### config.mk
export PLATFORM = sky130hd
export DESIGN_NAME = dmem_ctrl_flat
export DESIGN_NICKNAME = d
export VERILOG_FILES = /design/src/rtl/dmem_pkg.sv /design/src/rtl/dmem_ctrl_if.sv /design/src/rtl/dmem_bank.sv /design/src/rtl/dmem_ctrl.sv /design/src/flat_wrapper.sv
export SDC_FILE = /design/constraint.sdc
export NUM_CORES = 1
export LEC_CHECK = 0
export CORE_MARGIN = 2
export CORE_UTILIZATION = 60
export DETAILED_ROUTE_END_ITERATION = 8
export HOLD_SLACK_MARGIN = 0.1
export PLACE_DENSITY = 0.81
export SLEW_MARGIN = 20
export SYNTH_ARGS = -nofsm -noshare
export SYNTH_HDL_FRONTEND = slang
export SYNTH_SLANG_ARGS = --single-unit
### constraint.sdc
create_clock -name clk -period 3.2 [get_ports clk]
set_clock_uncertainty 0.05 [all_clocks]
set_input_delay 0.64 -clock clk [delete_from_list [all_inputs] [get_ports clk]]
set_output_delay 0.64 -clock clk [all_outputs]
set_load 0.02 [all_outputs]
### src/rtl/dmem_pkg.sv
// Shared definitions for the data memory: RV32 width codes, request decode
// record and the lane/extension helpers used by the controller.
package dmem_pkg;

   // RV32 load/store width codes carried on funct3.
   localparam logic [2:0] F3_B  = 3'b000;
   localparam logic [2:0] F3_H  = 3'b001;
   localparam logic [2:0] F3_W  = 3'b010;
   localparam logic [2:0] F3_BU = 3'b100;
   localparam logic [2:0] F3_HU = 3'b101;

   // Outcome of decoding one request in the cycle it is presented.
   typedef struct packed {
      logic illegal;
      logic misaligned;
      logic out_of_range;
      logic rd_en;
      logic wr_en;
   } req_dec_t;

   // Width codes a load may carry.
   function automatic logic load_f3_ok(input logic [2:0] funct3);
      return funct3 inside {F3_B, F3_H, F3_W, F3_BU, F3_HU};
   endfunction

   // Width codes a store may carry; the unsigned forms have no store meaning.
   function automatic logic store_f3_ok(input logic [2:0] funct3);
      return funct3 inside {F3_B, F3_H, F3_W};
   endfunction

   // Halfwords need an even address, words a 4-byte aligned one.
   function automatic logic misaligned_chk(input logic [2:0] funct3,
                                           input logic [1:0] offset);
      logic bad;
      bad = 1'b0;
      case (funct3)
         F3_H, F3_HU: bad = offset[0];
         F3_W:        bad = |offset;
         default:     bad = 1'b0;
      endcase
      return bad;
   endfunction

   // Byte-lane enable for a store of the given width at the given offset.
   function automatic logic [3:0] be_gen(input logic [2:0] funct3,
                                         input logic [1:0] offset);
      logic [3:0] be;
      be = 4'b0000;
      case (funct3)
         F3_B:    be = 4'b0001 << offset;
         F3_H:    be = 4'b0011 << offset;
         F3_W:    be = 4'b1111;
         default: be = 4'b0000;
      endcase
      return be;
   endfunction

   // Copy the right-aligned store data into every lane it could land in,
   // so the byte enable alone selects the destination.
   function automatic logic [31:0] wdata_rep(input logic [2:0]  funct3,
                                             input logic [31:0] wdata);
      logic [31:0] rep;
      rep = wdata;
      case (funct3)
         F3_B:    rep = {4{wdata[7:0]}};
         F3_H:    rep = {2{wdata[15:0]}};
         default: rep = wdata;
      endcase
      return rep;
   endfunction

   // Shift the addressed lanes down and sign/zero extend to 32 bits.
   function automatic logic [31:0] load_ext(input logic [31:0] word,
                                            input logic [2:0]  funct3,
                                            input logic [1:0]  offset);
      logic [31:0] sh;
      logic [31:0] res;
      sh  = word >> {offset, 3'b000};
      res = sh;
      case (funct3)
         F3_B:    res = {{24{sh[7]}}, sh[7:0]};
         F3_H:    res = {{16{sh[15]}}, sh[15:0]};
         F3_BU:   res = {24'h0, sh[7:0]};
         F3_HU:   res = {16'h0, sh[15:0]};
         default: res = sh;
      endcase
      return res;
   endfunction

endpackage

### src/rtl/dmem_ctrl_if.sv
// Request/response bundle between the execute stage and the data memory.
interface dmem_ctrl_if #(
   parameter int ADDR_W = 32
);
   logic [ADDR_W-1:0] addr;
   logic [31:0]       wdata;
   logic              load;
   logic              store;
   logic [2:0]        funct3;
   logic [31:0]       rdata;
   logic              rvalid;
   logic              misaligned;
   logic              out_of_range;
   logic              bad_req;

   // Core side: issues requests, consumes results and error pulses.
   modport master (
      output addr, wdata, load, store, funct3,
      input  rdata, rvalid, misaligned, out_of_range, bad_req
   );

   // Memory side.
   modport slave (
      input  addr, wdata, load, store, funct3,
      output rdata, rvalid, misaligned, out_of_range, bad_req
   );
endinterface

### src/rtl/dmem_bank.sv
// DEPTH x 32 storage with per-byte write enables and a registered read port,
// written in the shape block-RAM inference expects.
module dmem_bank #(
   parameter int DEPTH = 32
) (
   input  logic                     clk,
   input  logic [$clog2(DEPTH)-1:0] idx,
   input  logic                     wr_en,
   input  logic [3:0]               be,
   input  logic [31:0]              wdata,
   input  logic                     rd_en,
   output logic [31:0]              q
);

   logic [31:0] mem [DEPTH];

   // Byte-lane writes and registered read; the read register holds between reads.
   // NOTE: no reset on the array or its read register -- a reset would stop
   // the tools from mapping them onto a RAM macro.
   always_ff @(posedge clk) begin
      for (int i = 0; i < 4; i++) begin
         if (wr_en && be[i]) begin
            mem[idx][i*8 +: 8] <= wdata[i*8 +: 8];
         end
      end
      if (rd_en) begin
         q <= mem[idx];
      end
   end

endmodule

### src/rtl/dmem_ctrl.sv
// Data memory controller: decodes width/alignment/range/legality of each
// request, drives the bank, and registers the load result and error pulses.
module dmem_ctrl
   import dmem_pkg::*;
#(
   parameter int DEPTH  = 32,
   parameter int ADDR_W = 32
) (
   input  logic         clk,
   input  logic         rst,
   dmem_ctrl_if.slave   bus
);

   localparam int IDX_W = $clog2(DEPTH);

   logic [1:0]       offset;
   logic [IDX_W-1:0] idx;
   logic             addr_high;
   req_dec_t         dec;

   logic [31:0]      bank_q;
   logic             loaded_q;
   logic [2:0]       f3_q;
   logic [1:0]       off_q;
   logic             rvalid_q;
   logic             mis_q;
   logic             oor_q;
   logic             bad_q;

   assign offset = bus.addr[1:0];
   assign idx    = bus.addr[IDX_W+1:2];

   // Any address bit above the word index means the access is beyond DEPTH*4.
   if (ADDR_W > IDX_W + 2) begin : g_range
      assign addr_high = |bus.addr[ADDR_W-1:IDX_W+2];
   end else begin : g_no_range
      assign addr_high = 1'b0;
   end

   // Classify the request presented this cycle and decide whether it may proceed.
   always_comb begin
      logic any_req;
      logic ok;
      // NOTE: every field gets a value before any condition so no latch is inferred.
      dec     = '0;
      any_req = bus.load | bus.store;

      dec.illegal      = (bus.load & bus.store)
                       | (bus.load  & ~load_f3_ok(bus.funct3))
                       | (bus.store & ~store_f3_ok(bus.funct3));
      dec.misaligned   = any_req & misaligned_chk(bus.funct3, offset);
      dec.out_of_range = any_req & addr_high;

      ok         = ~(dec.illegal | dec.misaligned | dec.out_of_range) & ~rst;
      dec.rd_en  = bus.load  & ok;
      dec.wr_en  = bus.store & ok;
   end

   dmem_bank #(
      .DEPTH (DEPTH)
   ) u_bank (
      .clk   (clk),
      .idx   (idx),
      .wr_en (dec.wr_en),
      .be    (be_gen(bus.funct3, offset)),
      .wdata (wdata_rep(bus.funct3, bus.wdata)),
      .rd_en (dec.rd_en),
      .q     (bank_q)
   );

   // Status pulses and the width/offset of the last accepted load.
   // NOTE: sequential state uses <= so every register samples pre-edge values.
   always_ff @(posedge clk or posedge rst) begin
      if (rst) begin
         rvalid_q <= 1'b0;
         mis_q    <= 1'b0;
         oor_q    <= 1'b0;
         bad_q    <= 1'b0;
         loaded_q <= 1'b0;
         f3_q     <= F3_W;
         off_q    <= 2'b00;
      end else begin
         rvalid_q <= dec.rd_en;
         mis_q    <= dec.misaligned;
         oor_q    <= dec.out_of_range;
         bad_q    <= dec.illegal;
         if (dec.rd_en) begin
            loaded_q <= 1'b1;
            f3_q     <= bus.funct3;
            off_q    <= offset;
         end
      end
   end

   // The bank read register is not reset, so rdata is forced to zero until
   // a load has landed since the last reset; after that it holds between loads.
   assign bus.rdata        = loaded_q ? load_ext(bank_q, f3_q, off_q) : 32'h0;
   assign bus.rvalid       = rvalid_q;
   assign bus.misaligned   = mis_q;
   assign bus.out_of_range = oor_q;
   assign bus.bad_req      = bad_q;

endmodule
### src/flat_wrapper.sv
// flat-port wrapper written by rule: the top's interface ports become plain ports
module dmem_ctrl_flat import dmem_pkg::*;
#(
   parameter int DEPTH  = 32,
   parameter int ADDR_W = 32
)
  (clk, rst, bus_addr, bus_wdata, bus_load, bus_store, bus_funct3, bus_rdata, bus_rvalid, bus_misaligned, bus_out_of_range, bus_bad_req);
  dmem_ctrl_if #(.ADDR_W(ADDR_W)) bus_i ();
  input  logic clk;
  input  logic rst;
  input wire logic [$bits(bus_i.addr)-1:0] bus_addr;
  input wire logic [$bits(bus_i.wdata)-1:0] bus_wdata;
  input wire logic [$bits(bus_i.load)-1:0] bus_load;
  input wire logic [$bits(bus_i.store)-1:0] bus_store;
  input wire logic [$bits(bus_i.funct3)-1:0] bus_funct3;
  output wire logic [$bits(bus_i.rdata)-1:0] bus_rdata;
  output wire logic [$bits(bus_i.rvalid)-1:0] bus_rvalid;
  output wire logic [$bits(bus_i.misaligned)-1:0] bus_misaligned;
  output wire logic [$bits(bus_i.out_of_range)-1:0] bus_out_of_range;
  output wire logic [$bits(bus_i.bad_req)-1:0] bus_bad_req;
  assign bus_i.addr = bus_addr;
  assign bus_i.wdata = bus_wdata;
  assign bus_i.load = bus_load;
  assign bus_i.store = bus_store;
  assign bus_i.funct3 = bus_funct3;
  assign bus_rdata = bus_i.rdata;
  assign bus_rvalid = bus_i.rvalid;
  assign bus_misaligned = bus_i.misaligned;
  assign bus_out_of_range = bus_i.out_of_range;
  assign bus_bad_req = bus_i.bad_req;
  dmem_ctrl #(.DEPTH(DEPTH), .ADDR_W(ADDR_W)) u_core (.clk(clk), .rst(rst), .bus(bus_i));
endmodule
# Word-level counts from Yosys, hierarchy flattened
# Memory sizes are Yosys's and may differ from the RTL's. A register that Yosys moved wholly into a read port is not among the register bits.
# Cells that the tools add are included.
[totals] ff_bits=10 in_bits=71 ram_bits=1024 out_inout_bits=36 memories=1 word_cells=59
[memory_table] name="u_core.u_bank.mem" words=32 word_bits=32 rd=1 rd_ports_with_merged_regs=1 wr=1 line_no="dmem_bank.sv:15" text="logic [31:0] mem [DEPTH];"
[classes] n_eq_ne=7 shifts=3 muxes=13 bitwise=17 n_reduce_logical=11
[ops] operator="$pmux 32 s4" count=1
[ops] operator="$pmux 32 s2" count=1
[ops] operator="$mux 32" count=1
[ops] operator="$shr 32x5->32" count=1
[ops] operator="$reduce_or 25->1" count=1
[ops] operator="$eq 3x3->1 const B" count=4
[ops] operator="$pmux 4 s3" count=1
[ops] operator="$and 1x1->1" count=8
[ops] operator="$mux 1" count=8
[ops] operator="$eq 3x1->1 const B" count=2
[ops] operator="$logic_not 3->1" count=2
[ops] operator="$or 1x1->1" count=5
[ops] operator="$reduce_bool 5->1" count=1
[ops] operator="$logic_and 1x1->1" count=4
[ops] operator="$not 1->1" count=4
[ops] operator="$reduce_or 2->1" count=2
[ops] operator="$shl 1x2->4 const A" count=1
[ops] operator="$shl 2x2->4 const A" count=1
[ops] operator="$eq 3x2->1 const B" count=1
[ops] operator="$reduce_bool 3->1" count=1
[ops] operator="$pmux 1 s2" count=1

# Longest topological paths before layout
[depth] depth_word=14 mapped_depth=8 depth_no_buf=5

# Cells and area by module
# A second synthesis with hierarchy kept.
[unflattened] cells_unflattened=2449 area_unflattened_um2=42209.2
[modules_own_cells] module="dmem_bank" instances=1 cells_each=2230 area_each_um2=40523.9
[modules_own_cells] module="dmem_ctrl" instances=1 cells_each=219 area_each_um2=1685.4

# Worst setup path before layout
# No wires, ideal clock.
[synth_timing] kind="input to register" start="input bus_funct3[0]" end="register u_core.u_bank.q[0], read port of u_core.u_bank.mem (enable)" t_required_ps=2728 arrival_ps=2883 setup_slack_ps=-156 stages=6 setup_time_ps=422 path_cell_list="buf_6 and3b_1 o21ai_4 nand3_1 clkbuf_1 nor2_1"
[synth_lines] element="start, declared" line_no="flat_wrapper.sv:15" text="input wire logic [$bits(bus_i.funct3)-1:0] bus_funct3;"
[synth_lines] element="end, declared" line_no="dmem_bank.sv:12" text="output logic [31:0] q"

# Worst setup path in the final report
[layout_timing] start="register u_core.u_bank.q[23], read port of u_core.u_bank.mem" end="output bus_rdata[23]"
[layout_between] elab_chain_cells=3
[layout_lines] element="$shr 32x5->32" line_no="dmem_pkg.sv:78" text="sh = word >> {offset, 3'b000};"
[layout_lines] element="$pmux 32 s4" line_no="dmem_pkg.sv:80" text="case (funct3)"
[layout_lines] element="$mux 32" line_no="dmem_ctrl.sv:97" text="assign bus.rdata = loaded_q ? load_ext(bank_q, f3_q, off_q) : 32'h0;"
[layout_lines] element="end, declared" line_no="flat_wrapper.sv:16" text="output wire logic [$bits(bus_i.rdata)-1:0] bus_rdata;"
# No other way between the ends.

==> flow_metrics.py <==
metrics = {
    "die": {
        "die_area_um2": 72420,
        "core.rowCount": 97,
        "start_util": 0.6043,
        "die-height_um": 269.1,
        "fp.coreArea_um2": 69790,
        "pin_count": 107,
        "fp.dieW_um": 269.1,
    },
    "sta": {
        "hold_viol": 0,
        "whs_ns": 0.4560,
        "slew_viol_final": 0,
        "rsz0062_at_grt": "no",
        "fmax_mhz": 314.0,
        "finalSetupViolations": 0,
        "setup_ws_ns": 0.01483,
        "fin_crit_sh": 0.9954,
        "tightest_slew_ns": 0.9479,
        "finalCriticalPeriod_ns": 3.185,
        "relSlewSlack": 0.3681,
    },
    "detailed_routing": {
        "via_per_inst": 7.069,
        "drt_iter0_markers": 3948,
        "wl_per_cell_um": 33.73,
        "wirelength_um": 114400,
        "drc": 0,
        "ant_nets": 0,
        "drtPass1Iterations": 6,
        "vias": 23970,
    },
    "synth": {
        "yosysMostFrequentCell": "edfxtp_1",
        "ys_types": 53,
        "ys_ff_latch": 1066,
        "synth_top_area_frac": 0.7520,
        "synth_edf_count": 1056,
        "yosysSeqAreaShare": 0.7579,
        "avgSynthCellArea_um2": 20.88,
        "yosysTopAreaCell": "edfxtp_1",
        "synthArstFlopShare": 0.009381,
        "netlist_top_cells_area": "edfxtp_1 75%, mux4_2 14%, a22oi_1 2.3%",
        "synth_common_cells": "1056 x edfxtp_1, 256 x mux4_2, 128 x a22oi_1",
        "synth.cell_area_um2": 42170,
        "ys.warnings.count": 0,
        "syn-instance-count": 2020,
        "synthesis.nets": 2091,
        "ys.flop_type": "edfxtp_1",
    },
    "clock_network": {
        "cts_made_buffers": 101,
        "clockBufferDepth": 3,
        "cts_tree": "built",
        "cts_root_buf": "clkbuf_16",
        "h-tree-depth": 3,
        "clkSlewWorstSetupHoldPaths_ns": 0.06,
        "insertion_delay_ns": 0.68,
        "cts_sinks": 1066,
    },
    "setup_path": {
        "critical_path_arrival_ns": 2.50,
        "path_common_cell": "mux2i_2",
        "critPathBufInv": 2,
        "reg2reg_from": "u_core.u_bank.mem[10][31]",
        "slowest_delay_ns": 0.51,
        "crit_required_ns": 2.51,
        "cp_max_fo": 8,
        "cp_top_family": "multiplexers",
        "slowest_stage": "edfxtp_1",
        "crit_start": "u_core.u_bank.q[23]",
        "crit_chain": "mux2i_2, mux2i_2, buf_4, mux2i_4, o22ai_1, dlygate4sd2_1",
        "crit_path_start_kind": "flip-flop",
        "critical_path_class": "flip-flop to output pin",
        "end_kind": "output pin",
    },
    "final_layout": {
        "final_cell_area_um2": 50240,
        "finish.net_count": 2433,
        "final_layout_size_suffix_gt1_frac": 0.3283,
        "n_fill_cell": 3725,
        "final_util": 0.7199,
        "final_cells": 3390,
        "area_growth_pct": 19.13,
    },
    "global_routing": {
        "antenna_found_initial": 5,
        "grt_use_total": 0.3177,
        "grt_pass1_wl_um": 166800,
        "grt_overflow": 0,
        "grt_max_degree": 44,
        "first_global_vias": 23740,
    },
    "placement": {
        "dpl_cell_area_um2": 46720,
        "place_hpwl_um": 67910,
        "placedCellCount": 3195,
        "pre_cts_ws_ns": -0.2787,
        "gp_congestion": 0.9014,
        "io_buffers": 106,
    },
    "power": {
        "irDropWorstVdd_v": 0.0003872,
        "p_leak_nw": 16.21,
        "power_density_nw_per_um2": 591.7,
    },
    "flow_run": {
        "drv_cap": 0,
    },
    "min_path": {
        "holdCritPathClass": "input port to asynchronous set/reset pin",
    },
    "status": {
        "status": "completed",
    },
}
cell type report:
type	count	area, um2	share of cell area
flip-flops and latches	1066	31960	0.6363
multi-input cells	798	9646	0.1920
repair buffers	391	3954	0.07870
clock buffers	126	2706	0.05387
well taps	940	1176	0.02341
clock inverters	64	772.0	0.01537
inverters	4	15.01	0.0002989
diodes	1	2.502	0.00004981
path summary, 6_finish.rpt:
path / cells past startpoint / end / slack, ns
worst min register to register: 1 / u_core.f3_q[2] / 0.56
worst max-delay path: 6 / bus_rdata[23] / 0.01
max in group asynchronous: 3 / u_core.f3_q[1] / 2.42
worst max register to register: 3 / u_core.u_bank.q[31] / 1.06
min in group clk: 1 / u_core.f3_q[2] / 0.56
worst min-delay path: 3 / u_core.bus.misaligned / 0.46
registers in the layout (all words and copies together) (netlist names):
register / cells
u_core.u_bank.q: 32
u_core.loaded_q: 1
u_core.off_q: 2
u_core.bus.misaligned: 1
u_core.bus.rvalid: 1
u_core.bus.out_of_range: 1
u_core.bus.bad_req: 1
u_core.f3_q: 3
u_core.u_bank.mem: 1024
cell families after synthesis:
logic type,Yosys count,share of synthesized area
flip-flops,1066,0.7579
AO/OA/AOI/OAI,189,0.03261
buffers and inverters,157,0.01659
multiplexers,311,0.1506
AND/OR/NAND/NOR,297,0.04225
layer usage:
metal | share of wire | GRT usage
met5 | 0 | 0
met4 | 0.041 | 0.1232
met3 | 0.13 | 0.07801
met2 | 0.47 | 0.4903
met1 | 0.35 | 0.4462
cells in the final DEF (no fill, tap or decap), types with 33 or more instances in the layout:
master	Yosys	routed
edfxtp_1	1056	1056
nand4_1	33	33
clkdlybuf4s50_1	0	79
buf_4	1	222
nand2_1	55	55
mux4_2	256	256
buf_12	0	63
nor3_1	35	35
clkbuf_16	0	105
nor4_1	70	68
a22oi_1	128	128
power by group:
part	internal [W]	leakage, nW	total (W)	switching (W)
Clock	0.00733	1.69	0.0126	0.00524
Combinational	0.000671	4.83	0.00173	0.00106
Sequential	0.0154	9.69	0.0154	0.00000175
Total	0.0234	16.2	0.0297	0.00630
worst register-to-register path: cells and delay by family (launching register included):
kind,cells,cell delay (ns)
and+or+nand+nor,1,0.36
AOI/OAI and AO/OA,1,0.35
DFF,1,0.45
muxes,1,0.57
what timing repair did:
action	in CTS	in global routing
setup endpoints to repair	25	17
cloned	1	0
hold buffers	0	0
buffers inserted	1	2
gates resized for setup	34	19
through the flow:
stage	setup TNS (ns)	total power [W]
after floorplan	0	0.01654
after global placement	-75.28	0.01734
after detailed placement	-52.75	0.01740
after CTS	0	0.02974
after global routing	0	0.03033
final	0	0.02972
Note: power is estimated with default switching activity, not from simulation.
